`config.mk`:
```
export PLATFORM = sky130hd
export DESIGN_NAME = pipe_io_port
export DESIGN_NICKNAME = d
export VERILOG_FILES = /design/src/rtl/pipe_io_port.sv
export SDC_FILE = /design/constraint.sdc
export NUM_CORES = 1
export LEC_CHECK = 0
export BUFFER_PORTS_ARGS = -buffer_cell sky130_fd_sc_hd__buf_2
export CAP_MARGIN = 20
export CORE_ASPECT_RATIO = 1.75
export CORE_MARGIN = 2
export CORE_UTILIZATION = 40
export CTS_CLUSTER_SIZE = 24
export DETAILED_ROUTE_END_ITERATION = 12
export GPL_TIMING_DRIVEN = 0
export PLACE_DENSITY_LB_ADDON = 0.12
export SLEW_MARGIN = 20
export SYNTH_ARGS = -nofsm -noshare
export SYNTH_HDL_FRONTEND = slang
export SYNTH_SLANG_ARGS = --single-unit
export TNS_END_PERCENT = 100
```
`constraint.sdc`:
```
create_clock -name clock -period 1.35 [get_ports clock]
set_input_delay 0.2025 -clock clock [delete_from_list [all_inputs] [get_ports clock]]
set_output_delay 0.2025 -clock clock [all_outputs]
set_load 0.02 [all_outputs]
```
`src/rtl/pipe_io_port.sv`:
```
// Memory-mapped I/O port: debounced switch register, 7-segment hex display and change flag.
// Optional build macro IO_LZB_EN enables leading-zero blanking on the display.
module pipe_io_port #(
    parameter int unsigned       ADDR_W       = 32,
    parameter int unsigned       SW_W         = 10,
    parameter int unsigned       NUM_DIGITS   = 6,
    parameter int unsigned       DEBOUNCE_CYC = 16,
    parameter logic [ADDR_W-1:0] BASE_ADDR    = ADDR_W'(32'h80)
) (
    input  logic                    clock,
    input  logic                    resetn,
    input  logic [ADDR_W-1:0]       addr,
    input  logic [31:0]             wdata,
    input  logic                    we,
    input  logic                    re,
    output logic [31:0]             rdata,
    output logic                    rvalid,
    input  logic [SW_W-1:0]         sw,
    output logic [7*NUM_DIGITS-1:0] hex,
    output logic                    sw_changed
);

    localparam int unsigned HEX_W = 4 * NUM_DIGITS;
    localparam int unsigned CNT_W = (DEBOUNCE_CYC > 1) ? $clog2(DEBOUNCE_CYC) : 1;
    localparam logic [CNT_W-1:0]  CNT_LAST  = CNT_W'(DEBOUNCE_CYC - 1);
    localparam logic [ADDR_W-1:0] ADDR_SW   = BASE_ADDR;
    localparam logic [ADDR_W-1:0] ADDR_HEX  = BASE_ADDR + ADDR_W'(4);
    localparam logic [ADDR_W-1:0] ADDR_CTRL = BASE_ADDR + ADDR_W'(8);
    localparam logic [6:0]        SEG_BLANK = 7'b1111111;
    localparam logic [6:0]        SEG_ZERO  = 7'b1000000;

    // Active-low segment pattern {g..a} for one hex nibble
    function automatic logic [6:0] seg7(input logic [3:0] nib);
        logic [6:0] seg;
        case (nib)
            4'h0:    seg = 7'b1000000;
            4'h1:    seg = 7'b1111001;
            4'h2:    seg = 7'b0100100;
            4'h3:    seg = 7'b0110000;
            4'h4:    seg = 7'b0011001;
            4'h5:    seg = 7'b0010010;
            4'h6:    seg = 7'b0000010;
            4'h7:    seg = 7'b1111000;
            4'h8:    seg = 7'b0000000;
            4'h9:    seg = 7'b0010000;
            4'hA:    seg = 7'b0001000;
            4'hB:    seg = 7'b0000011;
            4'hC:    seg = 7'b1000110;
            4'hD:    seg = 7'b0100001;
            4'hE:    seg = 7'b0000110;
            4'hF:    seg = 7'b0001110;
            default: seg = SEG_BLANK;
        endcase
        return seg;
    endfunction

    logic [SW_W-1:0]         sync1_r;
    logic [SW_W-1:0]         sync2_r;
    logic [SW_W-1:0]         stable_r;
    logic [CNT_W-1:0]        cnt_r [SW_W];
    logic [SW_W-1:0]         accept_s;
    logic [HEX_W-1:0]        hexval_r;
    logic                    disp_en_r;
    logic                    flag_r;
    logic [31:0]             rdata_r;
    logic                    rvalid_r;
    logic [7*NUM_DIGITS-1:0] hex_r;
    logic [7*NUM_DIGITS-1:0] hex_s;
    logic [31:0]             rd_s;
    logic                    hit_sw_s;
    logic                    hit_hex_s;
    logic                    hit_ctrl_s;
    logic                    unused_wdata_s;

    assign hit_sw_s       = (addr == ADDR_SW);
    assign hit_hex_s      = (addr == ADDR_HEX);
    assign hit_ctrl_s     = (addr == ADDR_CTRL);
    assign unused_wdata_s = ^wdata;

    assign rdata      = rdata_r;
    assign rvalid     = rvalid_r;
    assign hex        = hex_r;
    assign sw_changed = flag_r;

    // A bit is accepted when it has disagreed with stable for DEBOUNCE_CYC cycles in a row
    always_comb begin
        accept_s = '0;
        for (int i = 0; i < SW_W; i++) begin
            if ((sync2_r[i] != stable_r[i]) && (cnt_r[i] == CNT_LAST)) begin
                accept_s[i] = 1'b1;
            end else begin
                accept_s[i] = 1'b0;
            end
        end
    end

    // Synchronizer, per-bit debounce counters and the accepted switch state
    always_ff @(posedge clock or negedge resetn) begin
        if (!resetn) begin
            sync1_r  <= '0;
            sync2_r  <= '0;
            stable_r <= '0;
            for (int i = 0; i < SW_W; i++) begin
                cnt_r[i] <= '0;
            end
        end else begin
            sync1_r  <= sw;
            sync2_r  <= sync1_r;
            stable_r <= stable_r ^ accept_s;
            for (int i = 0; i < SW_W; i++) begin
                if ((sync2_r[i] == stable_r[i]) || accept_s[i]) begin
                    cnt_r[i] <= '0;
                end else begin
                    cnt_r[i] <= cnt_r[i] + CNT_W'(1);
                end
            end
        end
    end

    // Read mux over the pre-write register state
    always_comb begin
        rd_s = 32'd0;
        if (hit_sw_s) begin
            rd_s[SW_W-1:0] = stable_r;
        end else if (hit_hex_s) begin
            rd_s[HEX_W-1:0] = hexval_r;
        end else if (hit_ctrl_s) begin
            rd_s[1:0] = {flag_r, disp_en_r};
        end else begin
            rd_s = 32'd0;
        end
    end

`ifdef IO_LZB_EN
    logic [NUM_DIGITS-1:0] lead_s;
    logic                  above_s;

    // Mark digits that sit above the most significant nonzero digit
    always_comb begin
        lead_s  = '0;
        above_s = 1'b1;
        for (int i = NUM_DIGITS - 1; i > 0; i--) begin
            above_s   = above_s && (hexval_r[4*i +: 4] == 4'h0);
            lead_s[i] = above_s;
        end
    end
`endif

    // Segment decode with display enable and optional blanking
    always_comb begin
        hex_s = '1;
        for (int i = 0; i < NUM_DIGITS; i++) begin
            if (!disp_en_r) begin
                hex_s[7*i +: 7] = SEG_BLANK;
`ifdef IO_LZB_EN
            end else if (lead_s[i]) begin
                hex_s[7*i +: 7] = SEG_BLANK;
`endif
            end else begin
                hex_s[7*i +: 7] = seg7(hexval_r[4*i +: 4]);
            end
        end
    end

    // Bus registers, change flag and registered display/read outputs
    always_ff @(posedge clock or negedge resetn) begin
        if (!resetn) begin
            hexval_r  <= '0;
            disp_en_r <= 1'b1;
            flag_r    <= 1'b0;
            rdata_r   <= 32'd0;
            rvalid_r  <= 1'b0;
            hex_r     <= {NUM_DIGITS{SEG_ZERO}};
        end else begin
            rvalid_r <= re;
            if (re) begin
                rdata_r <= rd_s;
            end
            if (we && hit_hex_s) begin
                hexval_r <= wdata[HEX_W-1:0];
            end
            if (we && hit_ctrl_s) begin
                disp_en_r <= wdata[0];
            end
            // A new switch change outranks a simultaneous W1C clear
            if (|accept_s) begin
                flag_r <= 1'b1;
            end else if (we && hit_ctrl_s && wdata[1]) begin
                flag_r <= 1'b0;
            end
            hex_r <= hex_s;
        end
    end

endmodule

```
## Word level (Yosys, flattened, before mapping)

Memory sizes are Yosys's and may differ from the RTL's.
Index checks and enable logic that the tools add are counted.

| cells by class | value |
|---|---|
| add/sub/neg operators | 10 |
| equal/unequal tests | 33 |
| multiplexer cells | 32 |
| bitwise operators | 1 |
| reductions and logical operators | 25 |

Operator list:

| cell | number |
|---|---|
| 32-bit by 8-bit == test with 1-bit output (second input constant) | 3 |
| 7-bit 2-to-1 mux | 6 |
| 4-bit by 1-bit adder with 4-bit output (second input constant) | 10 |
| 4-bit == test (second input constant) | 10 |
| 4-bit 2-to-1 mux | 10 |
| 24-bit 2-to-1 mux | 1 |
| 14-bit 2-to-1 mux | 1 |
| 1-bit logical AND | 13 |
| 1-bit 2-to-1 mux | 12 |
| 1-bit == test | 10 |
| 1-bit logical OR | 10 |
| 10-bit 2-to-1 mux | 1 |
| 1-bit != test | 10 |
| 10-bit OR reduction | 1 |
| 10-bit bitwise XOR | 1 |
| 2-bit 2-to-1 mux | 1 |
| 2-bit nonzero test | 1 |

| word-level totals | value |
|---|---|
| flip-flop bits (word level) | 171 |
| ROM bits | 672 |
| output and inout port bits | 76 |
| logic and storage cells | 126 |
| memories | 6 |

Memory list:

| memory | words | width | read ports | clocked after Yosys merged registers in | write ports | RTL line | RTL |
|---|---|---|---|---|---|---|---|
| (name not given) | 16 | 7 | 1 | 0 | 0 | 35 | `case (nib)` |
| (name not given) | 16 | 7 | 1 | 0 | 0 | 35 |  |
| (name not given) | 16 | 7 | 1 | 0 | 0 | 35 |  |
| (name not given) | 16 | 7 | 1 | 0 | 0 | 35 |  |
| (name not given) | 16 | 7 | 1 | 0 | 0 | 35 |  |
| (name not given) | 16 | 7 | 1 | 0 | 0 | 35 |  |

## Depth between registers and ports, before layout

| depth | value |
|---|---|
| depth in word-level cells | 5 |
| gate-level depth with buffers | 6 |
| gate-level depth less buffers | 6 |

## Worst setup path after synthesis

No wires, ideal clock.

| timing | value |
|---|---|
| path kind | input port to flip-flop |
| start | in addr[5] |
| end | reg hexval_r[10] |
| library setup time | 125 ps |
| arrival | 1393 ps |
| data required time | 1225 ps |
| slack | -168 ps |
| stages | 5 |
| path buffers | 1 |
| path through | nor4b_2 -> and4_1 -> nand4_4 -> buf_6 -> mux2_4 |

| on the way | value |
|---|---|
| cells in the longest elaborated chain, start to end | 2 |

RTL lines:

| what | RTL line | RTL |
|---|---|---|
| start, declared | 12 | `input logic [ADDR_W-1:0] addr,` |
| 32-bit by 8-bit == test with 1-bit output | 76 | `assign hit_hex_s = (addr == ADDR_HEX);` |
| 1-bit logical AND | 179 | `if (we && hit_hex_s) begin` |
| end signal, assigned | 180 | `hexval_r <= wdata[HEX_W-1:0];` |
| end, declared | 62 | `logic [HEX_W-1:0] hexval_r;` |

Every way passes these cells.
A chain may end at the register's enable or synchronous reset.

## Worst setup path after layout

| timing | value |
|---|---|
| start | reg hexval_r[0] |
| end | reg hex_r[3] (netlist: hex[3]) |

| on the way | value |
|---|---|
| cells in the longest elaborated chain, start to end | 2 |

RTL lines:

| what | RTL line | RTL |
|---|---|---|
| memory 16 x 7 bit | - |  |
| 7-bit 2-to-1 mux | 153 | `if (!disp_en_r) begin` |
| net hex_s[3] | 68 | `logic [7*NUM_DIGITS-1:0] hex_s;` |
| end signal, assigned | 173 | `hex_r <= {NUM_DIGITS{SEG_ZERO}};` |
| end signal, assigned | 191 | `hex_r <= hex_s;` |
| end, declared | 67 | `logic [7*NUM_DIGITS-1:0] hex_r;` |

The timed path passes the listed nets, and every way through them passes these cells.

==> out/qor.txt <==
status: completed
period utilisation layout: 97.2%
final slew viol count: 0
cells along the critical path: inv_4 -> ha_1 -> nor2b_1 -> o311ai_2
post-route ant nets: 0
fin crit period: 1.31 ns
Antenna diodes: 0
Row Count: 67
vias in the first global route: 5,959
sequential area share after synthesis: 53.4%
Core Box Area: 18,900 um^2
most frequent cells in the layout: dfrtp_1, buf_2, nand2_1, nor2_1, inv_1
Layout Utilization: 52.3%
slowest cell on the critical path: dfrtp_2
Die H: 187 um
gr ovfl total: 0
total number of vias: 5,610
initial drt markers: 195
critical path fanouts, max: 7
slew of the pin with the lowest slew margin: 0.546 ns
Max-Cap Viols: 0
Gate Count Post-Synth: 678
Max Freq: 762 MHz
initial antenna violation count: 0
Crit. End Element: register
die width: 109 um
pwr dens: 1030 nW/um^2
wire length per cell: 15.4 um
Initial Util: 40.4%
share of cells above drive strength 1: 36.6%
clk buf depth: 2
Power Total: 10.2 mW
average size of a mapped cell: 11.3 um^2
I/O pin count: 154
DRT Pass-1 Iters: 4
CP startpoint kind: register
Leakage: 4.32 nW
CTS buffer count: 17
P&R area growth vs syn: 29.4%
Final HPWL DP: 13,200 um
Worst Setup Path Type: reg2reg
GRT Total Usage: 18.0%
Sink Count: 163
H-tree levels: 4
VDD IR-drop max: 0.791 mV
crit-path max cell delay: 0.44 ns
Seq cells post-synth: 163
nets: 1,006
TritonCTS clock tree: yes
Synth Cell Area: 7660 um^2
GPL Wtd Cong: 0.895
Setup-failing EPs final: 0
Fin. Hold Viols: 0
unrepaired setup endpoints after global routing: yes
Worst Path Buf+Inv: 1
Worst-Skew Late Latency: 0.43 ns
Worst-path clk slew: 0.06 ns
DIE AREA: 20,300 um^2
largest net degree at the start of global routing: 93
Port Buffers: 137
Ys Warns: 0
hold slack final: 0.0139 ns
DRC Markers: 0
Slew HR: 63.6%
fill count: 1,747
cell family with most CP delay: flip-flops
WL final: 17,500 um
Hold/Removal Path Class: in2reg
global-route wire length before repair: 28,300 um
commonest non-fill, non-tap cell in the layout: dfrtp_1
clk_skew: 0.00884 ns
Arr. time, crit path: 1.64 ns
vias per std cell: 4.94
clk root buf: clkbuf_16
Worst EP required: 1.68 ns
post-synthesis cell type count: 39
final cells by class:
type	count	area, um^2	share of cell area, %
sequential	163	4100	41.4
multi-input combinational	438	3420	34.5
timing repair buffer	183	1130	11.4
clock buffer	21	460	4.65
tap	241	302	3.04
buffer	31	203	2.05
inverter	48	188	1.89
clock inverter	10	101	1.02
power breakdown:
group	total, mW	switching (mW)	internal, mW
Clock	4.58	1.95	2.64
Combinational	0.590	0.320	0.270
Sequential	5.07	0.0744	4.99
Total	10.2	2.34	7.90
state kept, by name, indices dropped and copies added (netlist names), named ones only:
register	cells
hex	42
hexval_r	24
sync2_r	10
sync1_r	10
rvalid	1
cnt_r	40
rdata	24
sw_changed	1
disp_en_r	1
synth_stat cells:
master    instances  share of area (%)
dfrtp_1         156                 51
nand2_1          53                2.6
nor2_1           50                2.5
inv_1            48                2.4
ha_1             46                7.5
nand3_1          34                2.2
o211ai_1         30                2.9
mux2_2           27                4.0
o22ai_1          27                2.2
clkbuf_1         25                1.2
nand2b_1         21                1.7
mux2_4           20                3.9
xnor2_1          20                2.3
o21ai_0          17                1.1
nor2b_1          15                1.2
xor2_1           10                1.1
a21oi_1           8               0.52
buf_4             8               0.78
o311ai_0          8               0.92
dfstp_2           7                2.4
nor4_2            6               0.98
o21a_1            6               0.59
mux2i_1           5               0.65
a21boi_0          4               0.39
nand3b_1          3               0.29
nor3_1            3               0.20
o221ai_1          3               0.34
a31o_2            2               0.23
and4_1            2               0.23
buf_6             2               0.29
nand4_1           2               0.16
o31a_1            2               0.23
or2_2             2               0.16
and2_1            1              0.082
buf_1             1              0.049
conb_1            1              0.049
nand4_4           1               0.28
nor4b_2           1               0.20
o31ai_1           1              0.098
cells by family (layout without fill, tap and decap cells):
logic type | Yosys count | count (layout) | share of synthesized area, %
flops | 163 | 163 | 53.4
other cells | 1 | 8 | 0.0490
mux | 52 | 52 | 8.55
compound gates | 108 | 108 | 9.58
simple gates | 194 | 194 | 12.8
xor+xnor | 30 | 30 | 3.43
buf+inv | 84 | 293 | 4.71
fa+ha+maj | 46 | 46 | 7.52
final timing paths:
kind,startpoint,to,slack [ns],depth (start not counted)
max,hexval_r[0],hex[3],0.04,4
min,wdata[23],hexval_r[23],0.01,2
max reg2reg,hexval_r[0],hex[3],0.04,4
min reg2reg,sync1_r[1],sync2_r[1],0.35,0
max in group asynchronous,resetn,hexval_r[9],0.27,3
min in group asynchronous,resetn,hexval_r[22],0.33,2
routing by layer:
metal  up-vias  share of wire [%]  GRT usage [%]
met3        27                4.0           3.62
li1       2717                  -              -
met1      2732                 37           18.5
met4         0                1.9           7.25
met5         -                  0              0
met2       134                 57           34.4
through the flow:
| stage | instance area (um^2) | std cells | setup WS [ns] | TNS, ns |
|---|---|---|---|---|
| floorplan | 7730 | 685 | -0.138 | -2.76 |
| global placement | 8720 | 1063 | -2.27 | -397.07 |
| detailed placement | 8760 | 1064 | -0.652 | -37.28 |
| CTS | 9740 | 1126 | 0.0000753 | 0 |
| global route | 9910 | 1135 | -0.0315 | -0.0748 |
| finish | 9910 | 1135 | 0.0372 | 0 |
repair_timing:
item | in CTS | in global routing
endpoints found under the hold margin | 108 | 0
hold buffers | 24 | 0
pin swaps | 5 | 7
gates resized for setup | 45 | 47
buffers inserted | 9 | 12
endpoints found under the setup margin | 57 | 107
(Power assumes the default switching activity.)
